`src/rtl/rv_mdu_pkg.sv`:
```
// Shared definitions for the RV32M multiply/divide unit: operation and state
// encodings plus the default datapath width.
package rv_mdu_pkg;

  localparam int RV_XLEN = 32;

  typedef enum logic [1:0] {
    DIV_OP_DIV  = 2'b00,
    DIV_OP_DIVU = 2'b01,
    DIV_OP_REM  = 2'b10,
    DIV_OP_REMU = 2'b11
  } div_op_e;

  typedef enum logic [1:0] {
    DIV_ST_IDLE = 2'b00,
    DIV_ST_CALC = 2'b01,
    DIV_ST_DONE = 2'b10
  } div_state_e;

endpackage

```
`src/rtl/div_step.sv`:
```
// One combinational restoring-division iteration on unsigned magnitudes:
// shift {rem, quo} left, trial-subtract the divisor, keep it when non-negative.
module div_step
  import rv_mdu_pkg::*;
#(
  parameter int XLEN = RV_XLEN
) (
  input  logic [XLEN-1:0] rem,
  input  logic [XLEN-1:0] quo,
  input  logic [XLEN-1:0] divisor,
  output logic [XLEN-1:0] rem_nxt,
  output logic [XLEN-1:0] quo_nxt
);

  logic [XLEN:0] shifted;
  logic [XLEN:0] trial;

  // rem < divisor always holds, so XLEN+1 bits cover both the shifted value and the sign of the trial
  assign shifted = {rem, quo[XLEN-1]};
  assign trial   = shifted - {1'b0, divisor};

  always_comb begin
    rem_nxt = shifted[XLEN-1:0];
    quo_nxt = {quo[XLEN-2:0], 1'b0};
    if (!trial[XLEN]) begin
      rem_nxt = trial[XLEN-1:0];
      quo_nxt = {quo[XLEN-2:0], 1'b1};
    end
  end

endmodule

```
`src/rtl/mdu_divider.sv`:
```
// Iterative RV32M divider (DIV/DIVU/REM/REMU), one quotient bit per cycle.
// Define DIV_FAST_SPECIAL_EN to finish divide-by-zero and signed overflow in one cycle.
module mdu_divider
  import rv_mdu_pkg::*;
#(
  parameter int XLEN = RV_XLEN
) (
  input  logic            SYS_clk,
  input  logic            SYS_reset,
  input  logic            DIV_flush,
  input  logic            DIV_start_valid,
  output logic            DIV_start_ready,
  input  logic [1:0]      DIV_op,
  input  logic [XLEN-1:0] DIV_dividend,
  input  logic [XLEN-1:0] DIV_divisor,
  output logic            DIV_result_valid,
  input  logic            DIV_result_ready,
  output logic [XLEN-1:0] DIV_result,
  output logic            DIV_busy
);

  localparam int                CNT_W     = $clog2(XLEN);
  localparam logic [CNT_W-1:0]  LAST_STEP = CNT_W'(XLEN - 1);
  localparam logic [XLEN-1:0]   MIN_NEG   = {1'b1, {(XLEN-1){1'b0}}};

  div_state_e       state_q, state_d;
  logic [CNT_W-1:0] cnt_q;
  logic [XLEN-1:0]  rem_q, quo_q, dvsr_q, dvd_q, res_q;
  logic [XLEN-1:0]  rem_nxt, quo_nxt;
  div_op_e          op_q;
  logic             q_neg_q, r_neg_q, div0_q, ovf_q;

  div_op_e          op_in;
  logic             sgn_in, div0_in, ovf_in, accept;

  function automatic logic [XLEN-1:0] magnitude(input logic [XLEN-1:0] v, input logic sgn);
    return (sgn && v[XLEN-1]) ? -v : v;
  endfunction

  // Sign correction first, then the RV32M special cases override it
  function automatic logic [XLEN-1:0] fixup(
    input div_op_e         op,
    input logic [XLEN-1:0] q_mag,
    input logic [XLEN-1:0] r_mag,
    input logic [XLEN-1:0] dvd,
    input logic            q_neg,
    input logic            r_neg,
    input logic            div0,
    input logic            ovf
  );
    logic            is_rem;
    logic [XLEN-1:0] q, r;
    is_rem = (op == DIV_OP_REM) || (op == DIV_OP_REMU);
    q = q_neg ? -q_mag : q_mag;
    r = r_neg ? -r_mag : r_mag;
    if (div0) begin
      q = '1;
      r = dvd;
    end else if (ovf) begin
      q = MIN_NEG;
      r = '0;
    end
    return is_rem ? r : q;
  endfunction

  assign op_in   = div_op_e'(DIV_op);
  assign sgn_in  = !DIV_op[0];
  assign div0_in = (DIV_divisor == '0);
  assign ovf_in  = sgn_in && (DIV_dividend == MIN_NEG) && (DIV_divisor == '1);
  assign accept  = DIV_start_valid && (state_q == DIV_ST_IDLE) && !DIV_flush;

`ifdef DIV_FAST_SPECIAL_EN
  logic special_in;
  assign special_in = div0_in || ovf_in;
`endif

  div_step #(.XLEN(XLEN)) u_step (
    .rem     (rem_q),
    .quo     (quo_q),
    .divisor (dvsr_q),
    .rem_nxt (rem_nxt),
    .quo_nxt (quo_nxt)
  );

  always_ff @(posedge SYS_clk or negedge SYS_reset) begin
    if (!SYS_reset) state_q <= DIV_ST_IDLE;
    else            state_q <= state_d;
  end

  always_comb begin
    state_d = state_q;
    case (state_q)
      DIV_ST_IDLE: begin
`ifdef DIV_FAST_SPECIAL_EN
        if (accept) state_d = special_in ? DIV_ST_DONE : DIV_ST_CALC;
`else
        if (accept) state_d = DIV_ST_CALC;
`endif
      end
      DIV_ST_CALC: if (cnt_q == LAST_STEP) state_d = DIV_ST_DONE;
      DIV_ST_DONE: if (DIV_result_ready) state_d = DIV_ST_IDLE;
      default:     state_d = DIV_ST_IDLE;
    endcase
    if (DIV_flush) state_d = DIV_ST_IDLE;
  end

  // Stage boundary: operand capture at acceptance, one iteration per CALC cycle, fixup on the last
  always_ff @(posedge SYS_clk or negedge SYS_reset) begin
    if (!SYS_reset) begin
      cnt_q   <= '0;
      rem_q   <= '0;
      quo_q   <= '0;
      dvsr_q  <= '0;
      dvd_q   <= '0;
      res_q   <= '0;
      op_q    <= DIV_OP_DIV;
      q_neg_q <= 1'b0;
      r_neg_q <= 1'b0;
      div0_q  <= 1'b0;
      ovf_q   <= 1'b0;
    end else if (accept) begin
      cnt_q   <= '0;
      rem_q   <= '0;
      quo_q   <= magnitude(DIV_dividend, sgn_in);
      dvsr_q  <= magnitude(DIV_divisor, sgn_in);
      dvd_q   <= DIV_dividend;
      op_q    <= op_in;
      q_neg_q <= sgn_in && (DIV_dividend[XLEN-1] ^ DIV_divisor[XLEN-1]);
      r_neg_q <= sgn_in && DIV_dividend[XLEN-1];
      div0_q  <= div0_in;
      ovf_q   <= ovf_in;
`ifdef DIV_FAST_SPECIAL_EN
      if (special_in)
        res_q <= fixup(op_in, '0, '0, DIV_dividend, 1'b0, 1'b0, div0_in, ovf_in);
`endif
    end else if ((state_q == DIV_ST_CALC) && !DIV_flush) begin
      rem_q <= rem_nxt;
      quo_q <= quo_nxt;
      cnt_q <= cnt_q + CNT_W'(1);
      if (cnt_q == LAST_STEP)
        res_q <= fixup(op_q, quo_nxt, rem_nxt, dvd_q, q_neg_q, r_neg_q, div0_q, ovf_q);
    end
  end

  assign DIV_start_ready  = (state_q == DIV_ST_IDLE);
  assign DIV_result_valid = (state_q == DIV_ST_DONE);
  assign DIV_busy         = (state_q != DIV_ST_IDLE);
  assign DIV_result       = res_q;

endmodule

```
`config.mk`:
```
export PLATFORM = sky130hd
export DESIGN_NAME = mdu_divider
export DESIGN_NICKNAME = d
export VERILOG_FILES = /design/src/rtl/rv_mdu_pkg.sv /design/src/rtl/div_step.sv /design/src/rtl/mdu_divider.sv
export SDC_FILE = /design/constraint.sdc
export NUM_CORES = 1
export LEC_CHECK = 0
export CORE_ASPECT_RATIO = 1.25
export CORE_MARGIN = 2
export CORE_UTILIZATION = 55
export CTS_CLUSTER_DIAMETER = 200
export CTS_CLUSTER_SIZE = 14
export DETAILED_ROUTE_END_ITERATION = 10
export DONT_BUFFER_PORTS = 1
export PLACE_DENSITY = 0.8
export SYNTH_ARGS = -nofsm -noshare
export SYNTH_HDL_FRONTEND = slang
export SYNTH_SLANG_ARGS = --single-unit
```
`constraint.sdc`:
```
create_clock -name SYS_clk -period 6 [get_ports SYS_clk]
set_input_delay 0.3 -clock SYS_clk [delete_from_list [all_inputs] [get_ports SYS_clk]]
set_output_delay 0.3 -clock SYS_clk [all_outputs]
set_load 0.02 [all_outputs]
```
==> summary.txt, run 1 <==
Status
  – Status: completed

Yosys
  – Yosys warning count: 0
  – Share of the synthesized area in the top cell type: 0.332
  – Post-synth EDFFs: 0
  – Net count after synthesis: 1773
  – Top cells by area, synth: dfrtp_1, nand2_1, o21ai_0, xor2_1, xnor2_1
  – Synth Instances: 1662
  – Yosys top cell by area: dfrtp_1
  – Post-Syn Area: 13000 sq um
  – #FFs+latches synth: 172
  – Post-synthesis sequential area ratio: 0.332
  – Ys async rst share: 1.00
  – Syn Area/Cell: 7.79 sq um
  – Yosys cell types: 79
  – Top FF cell, synth: dfrtp_1

Placement
  – Place WS: 0.927 ns
  – Port Buffers: 0
  – HPWL after detailed placement: 28.8 mm
  – Cell Area, Placed: 13000 sq um
  – Placer Congestion: 0.961

Drt
  – M1 wire length: 15.8 mm
  – Vias: 12619
  – Final WL: 40.7 mm
  – Met2 routed WL: 19.5 mm
  – Residual DRC count: 0
  – Routed vias/inst: 6.53
  – Iter 0 DRT Violations: 1419
  – Uppermost routed layer: met4
  – Met3 routed wirelength: 2.97 mm
  – Wire length per cell: 21.1 um
  – Pre-Repair DR Iteration Count: 6
  – DRT antenna net count: 0

STA
  – Setup violators final: 0
  – Setup ws final: 0.787 ns
  – Final Skew: 0.0149 ns
  – Fin crit share: 0.869
  – Max-slew violation count: 0
  – Relative slew slack: 0.253
  – Fin crit period: 5.21 ns
  – Slew @ Worst Pin: 1.12 ns
  – RSZ-0062 raised after global routing: no
  – Setup_tns: 0 ns
  – Fmax: 192 MHz
  – Final Hold Viols: 0

Floorplan
  – Die Wd: 141 um
  – Cell Rows: 62
  – Starting Density: 0.562
  – Placeable Area: 23000 sq um
  – Chip height: 176 um
  – Die Area: 24800 sq um
  – # IOs: 106

Clocking
  – Worst-Skew Late Latency: 0.45 ns
  – CTS tree: done
  – Post-CTS resize count: 0
  – CTS max path bufs: 2
  – Clock slew at reported path FFs: 0.07 ns
  – Max H-tree Level: 4
  – CTS sink count: 172
  – Setup bufs post-CTS: 0
  – TritonCTS Buffers: 17
  – Root Buffer: clkbuf_16

Final layout
  – Layout cells sized above 1: 0.0463
  – Diodes inserted: 0
  – Fillers: 1939
  – Layout Utilization: 0.606
  – Final nets: 1741
  – Fin area: 14000 sq um
  – Most frequent cells in the layout: nand2_1, dfrtp_1, o21ai_0, nor2_1, a21oi_1
  – P&R area growth vs syn: 7.88%
  – Commonest non-fill, non-tap cell in the layout: nand2_1

Setup path
  – Worst R2R Start: rem_q[9]
  – WP data required: 6.30 ns
  – Critical-path maximum fanout: 12
  – CP Class: flop to flop
  – Worst Path Arrival: 5.51 ns
  – Reg2reg end: DIV_result[26]
  – Element type at the critical path start: flop
  – R2R depth: 17
  – Worst reg2reg setup slack: 0.79 ns
  – Critical Path End Type: flop

Global routing
  – GRT Util Overall: 0.327
  – Largest net degree at the start of global routing: 173
  – GR Overflow Total: 0
  – Vias in the first global route: 11922
  – First-pass GRT wire length: 63.9 mm
  – Initial antenna violation count: 0

Worst hold path
  – Hold depth: 2
  – Hold EP: dvd_q[31]
  – Hold WC Path Type: input pin to flop
  – Hold_sp: DIV_dividend[31]

Power and ir drop
  – PD cells: 504 nW/um^2
  – VDD IR max: 0.000317 V
  – Pleak: 5.99 nW

Flow run
  – Max_cap viols: 0
==> per-layer routing <==
layer / up-vias / track usage
li1: 5873 / -
met1: 6033 / 0.403
met2: 602 / 0.540
met3: 111 / 0.0553
met4: 0 / 0.189
met5: - / 0
==> critical path, cell delays in order (launching register included) <==
cell       delay [ns]
dfrtp_1          0.43
ha_1             0.51
nand2_1          0.11
o21ai_0          0.46
a21oi_1          0.22
a211o_1          0.32
o211a_2          0.15
inv_1            0.24
mux2i_1          0.31
ha_1             0.26
nand2_1          0.07
nor4_1           0.30
a41oi_1          0.44
a2111oi_4        0.54
nor2_1           0.10
xnor2_1          0.17
a311oi_1         0.32
a211oi_1         0.11
==> flip-flops by register name, summed over array words and instances (netlist names) <==
register / count
DIV_result: 32
quo_q: 32
rem_q: 32
dvd_q: 32
ovf_q: 1
r_neg_q: 1
div0_q: 1
state_q: 2
q_neg_q: 1
cnt_q: 5
dvsr_q: 32
op_q: 1
==> worst max-delay path by stage <==
stage | start | endpoint | slack [ns] | depth (start not counted)
floorplan | rem_q[20] | DIV_result[26] | 1.04 | 23
global placement | rem_q[9] | DIV_result[26] | 1.04 | 17
detailed placement | rem_q[9] | DIV_result[26] | 0.93 | 17
CTS | rem_q[9] | DIV_result[26] | 0.87 | 17
global route | rem_q[9] | DIV_result[30] | 0.38 | 16
finish | rem_q[9] | DIV_result[26] | 0.79 | 17
==> kinds of logic after synthesis <==
kind of cell | synth area share
fa+ha+maj | 0.0392
flops | 0.332
simple gates | 0.224
xor+xnor | 0.0933
buf+inv | 0.0500
compound gates | 0.246
mux | 0.0155
==> cells in the mapped netlist, types with 12 or more instances <==
cell type  number
ha_1           39
nand4_1        22
dfrtp_1       172
nand2_1       313
o21ai_0       149
nor3_1         40
and3_1         12
nor2_1        131
clkbuf_1       78
nor4_1         22
a21o_1         14
o22ai_1        14
nor2b_1        12
xnor2_1        65
mux2i_1        20
xor2_1         73
a221oi_1       13
a211oi_1       18
inv_1          61
or3_1          24
a21oi_1        87
nand3_1        17
o31ai_1        21
a31oi_1        45
==> through the flow <==
| stage | power, W | std cells | hold slack (ns) |
|---|---|---|---|
| 5_1_grt | 0.00749 | 1931 | 0.0132 |
| 2_1_floorplan | 0.00476 | 1662 | 0.00441 |
| 3_3_place_gp | 0.00568 | 1866 | 0.0123 |
| 6_report | 0.00705 | 1931 | 0.0154 |
| 4_1_cts | 0.00691 | 1931 | 0.0132 |
| 3_5_place_dp | 0.00571 | 1866 | 0.00977 |
==> where the power goes <==
group | internal (W) | switching, W
Clock | 0.000647 | 0.000477
Sequential | 0.00138 | 0.000270
Combinational | 0.00154 | 0.00273
==> layout make-up <==
cell class              count  area [sq um]  area share
multi-input cells        1327          8010       0.573
flip-flops and latches    172          4300       0.308
clock buffers              23           478      0.0342
repair buffers             50           475      0.0340
well taps                 288           360      0.0258
inverters                  62           233      0.0167
clock inverters             9           110     0.00788
==> timing repair <==
item,4_1_cts,5_1_grt
endpoints found under the hold margin,204,0
setup endpoints to repair,0,0
hold buffers,33,0
Note: power is estimated with default switching activity, not from simulation.
==> run 2: changes to the inputs <==
Settings changed: RECOVER_POWER from default to 100.
==> run 2 against run 1 <==
Via count is 0.38% higher. The flow now finishes with violations (capacitance limit, slew limit). Largest cell class unchanged. Critical path type unchanged. Register-to-register slack worse by 0.21 ns. Clock power hardly changed.
==> summary.txt, run 2 (synthesis gave the netlist of run 1 again) <==
Global routing
  – Initial antenna violation count: 0 (unchanged)
  – Vias in the first global route: 11922 (unchanged)
  – Largest net degree at the start of global routing: 173 (unchanged)
  – GR Overflow Total: 0 (unchanged)
  – GRT Util Overall: 0.327 (unchanged)
  – First-pass GRT wire length: 63.9 mm (unchanged)

STA
  – Relative slew slack: -1.92 (-2.17)
  – Fin crit share: 0.904 (+0.0351)
  – Fin crit period: 5.42 ns (+0.211 ns)
  – Fmax: 184 MHz (-3.9%)
  – Setup violators final: 0 (unchanged)
  – Final Skew: 0.0146 ns (-0.000278 ns)
  – Setup ws final: 0.576 ns (-0.211 ns)
  – Setup_tns: 0 ns (unchanged)
  – Slew @ Worst Pin: 4.37 ns (+3.26 ns)
  – Final Hold Viols: 0 (unchanged)
  – Max-slew violation count: 341 (+341)
  – Hold Slack: 0.0208 ns (+0.00537 ns)
  – RSZ-0062 raised after global routing: no

Floorplan
  – Starting Density: 0.562 (unchanged)
  – Die Wd: 141 um (unchanged)
  – # IOs: 106 (unchanged)
  – Cell Rows: 62 (unchanged)
  – Die Area: 24800 sq um (unchanged)
  – Placeable Area: 23000 sq um (unchanged)
  – Chip height: 176 um (unchanged)

Placement
  – Placer Congestion: 0.961 (unchanged)
  – Place WS: 0.927 ns (unchanged)
  – HPWL after detailed placement: 28.8 mm (unchanged)
  – Port Buffers: 0 (unchanged)

Setup path
  – Worst R2R Start: rem_q[9]
  – CP startpoint: rem_q[9]
  – Reg2reg end: DIV_result[27]
  – WP data required: 6.35 ns (+0.05 ns)
  – Worst reg2reg setup slack: 0.58 ns (-0.21 ns)
  – CP Class: flop to flop
  – Worst Path Arrival: 5.77 ns (+0.26 ns)
  – Element type at the critical path start: flop
  – Critical-path maximum fanout: 62 (+50)
  – R2R depth: 14 (-3)
  – Critical Path End Type: flop

Power and ir drop
  – Pleak: 5.96 nW (-0.42%)
  – PD cells: 506 nW/um^2 (+0.36%)
  – VDD IR max: 0.000308 V (-2.8%)

Clocking
  – Max H-tree Level: 4 (unchanged)
  – CTS tree: done
  – Worst-Skew Late Latency: 0.45 ns (about the same)
  – CTS sink count: 172 (unchanged)
  – Clock slew at reported path FFs: 0.07 ns (about the same)
  – TritonCTS Buffers: 17 (unchanged)
  – Root Buffer: clkbuf_16
  – CTS max path bufs: 2 (unchanged)

Drt
  – Routed vias/inst: 6.56 (+0.33%)
  – Iter 0 DRT Violations: 1451 (+2.3%)
  – Vias: 12667 (+0.38%)
  – Final WL: 40.7 mm (+0.13%)
  – Wire length per cell: 21.1 um (about the same)
  – Residual DRC count: 0 (unchanged)
  – DRT antenna net count: 0 (unchanged)
  – Pre-Repair DR Iteration Count: 6 (unchanged)

Worst hold path
  – Hold WC Path Type: input pin to flop
  – Hold depth: 2 (unchanged)
  – Hold_sp: DIV_divisor[1]
  – Hold EP: dvsr_q[1]

Final layout
  – Layout cells sized above 1: 0.0432 (-0.00304)
  – P&R area growth vs syn: 7.49%
  – Most frequent cells in the layout: nand2_1, dfrtp_1, o21ai_0, nor2_1, a21oi_1
  – Final nets: 1741 (unchanged)
  – Commonest non-fill, non-tap cell in the layout: nand2_1
  – Fillers: 1952 (+0.67%)

Status
  – Status: complete, but fails checks
  – Failing checks: capacitance limit, slew limit

Flow run
  – Max_cap viols: 4 (+4)
-- run 2: repair_timing --
action / in CTS / in global routing
hold endpoints to repair: 204 / 0
hold buffers: 33 / 0
buffers inserted: 0 / 0
gates resized for setup: 0 / 0
-- run 2: layout make-up --
cell class	count	area, sq um	area share
Antenna cell	1	2.50	0.000180
Clock buffer	23	478	0.0343
Clock inverter	9	110	0.00791
Inverter	62	233	0.0167
Multi-Input combinational cell	1327	8000	0.574
Sequential cell	172	4300	0.309
Tap cell	288	360	0.0259
Timing Repair Buffer	50	437	0.0314
-- run 2: worst max path at each step --
stage                     slack (ns)        endpoint
after detailed placement        0.93  DIV_result[26]
after CTS                       0.87  DIV_result[26]
final                           0.58  DIV_result[27]
after global routing            0.25  DIV_result[30]
after global placement          1.04  DIV_result[26]
after floorplan                 1.04  DIV_result[26]
-- run 2: power by group --
| group | internal (W) | switching (W) |
|---|---|---|
| combinational | 0.00154 | 0.00274 |
| sequential | 0.00138 | 0.000270 |
| clock | 0.000647 | 0.000472 |
| total | 0.00357 | 0.00348 |
-- run 2: per-layer routing --
layer | GRT usage | wire, um | vias to the layer above
met5 | 0 | 0 | -
met4 | 0.189 | 2410 | 0
met3 | 0.0553 | 3180 | 106
met2 | 0.540 | 19600 | 655
met1 | 0.403 | 15600 | 6027
li1 | - | - | 5879
-- run 2: worst max-delay path, cell delays in order, from the launching register on --
cell,delay [ns]
dfrtp_1,0.43
ha_1,0.51
nand2_1,0.11
o21ai_0,0.49
a21oi_1,0.22
a211o_1,0.32
o211a_2,0.15
clkbuf_2,0.75
or3_1,0.79
or4_4,0.56
o41ai_4,0.24
xor2_1,0.09
o21ai_0,0.34
o21ai_2,0.09
o31ai_1,0.19
-- run 2: stage by stage --
step           power (W)  area, sq um   util  instances
6_report         0.00705        13900  0.604       1932
5_1_grt          0.00750        13900  0.604       1931
4_1_cts          0.00691        14000  0.606       1931
3_5_place_dp     0.00571        13000  0.566       1866
3_3_place_gp     0.00568        13000  0.566       1866
2_1_floorplan    0.00476        13000      -       1662
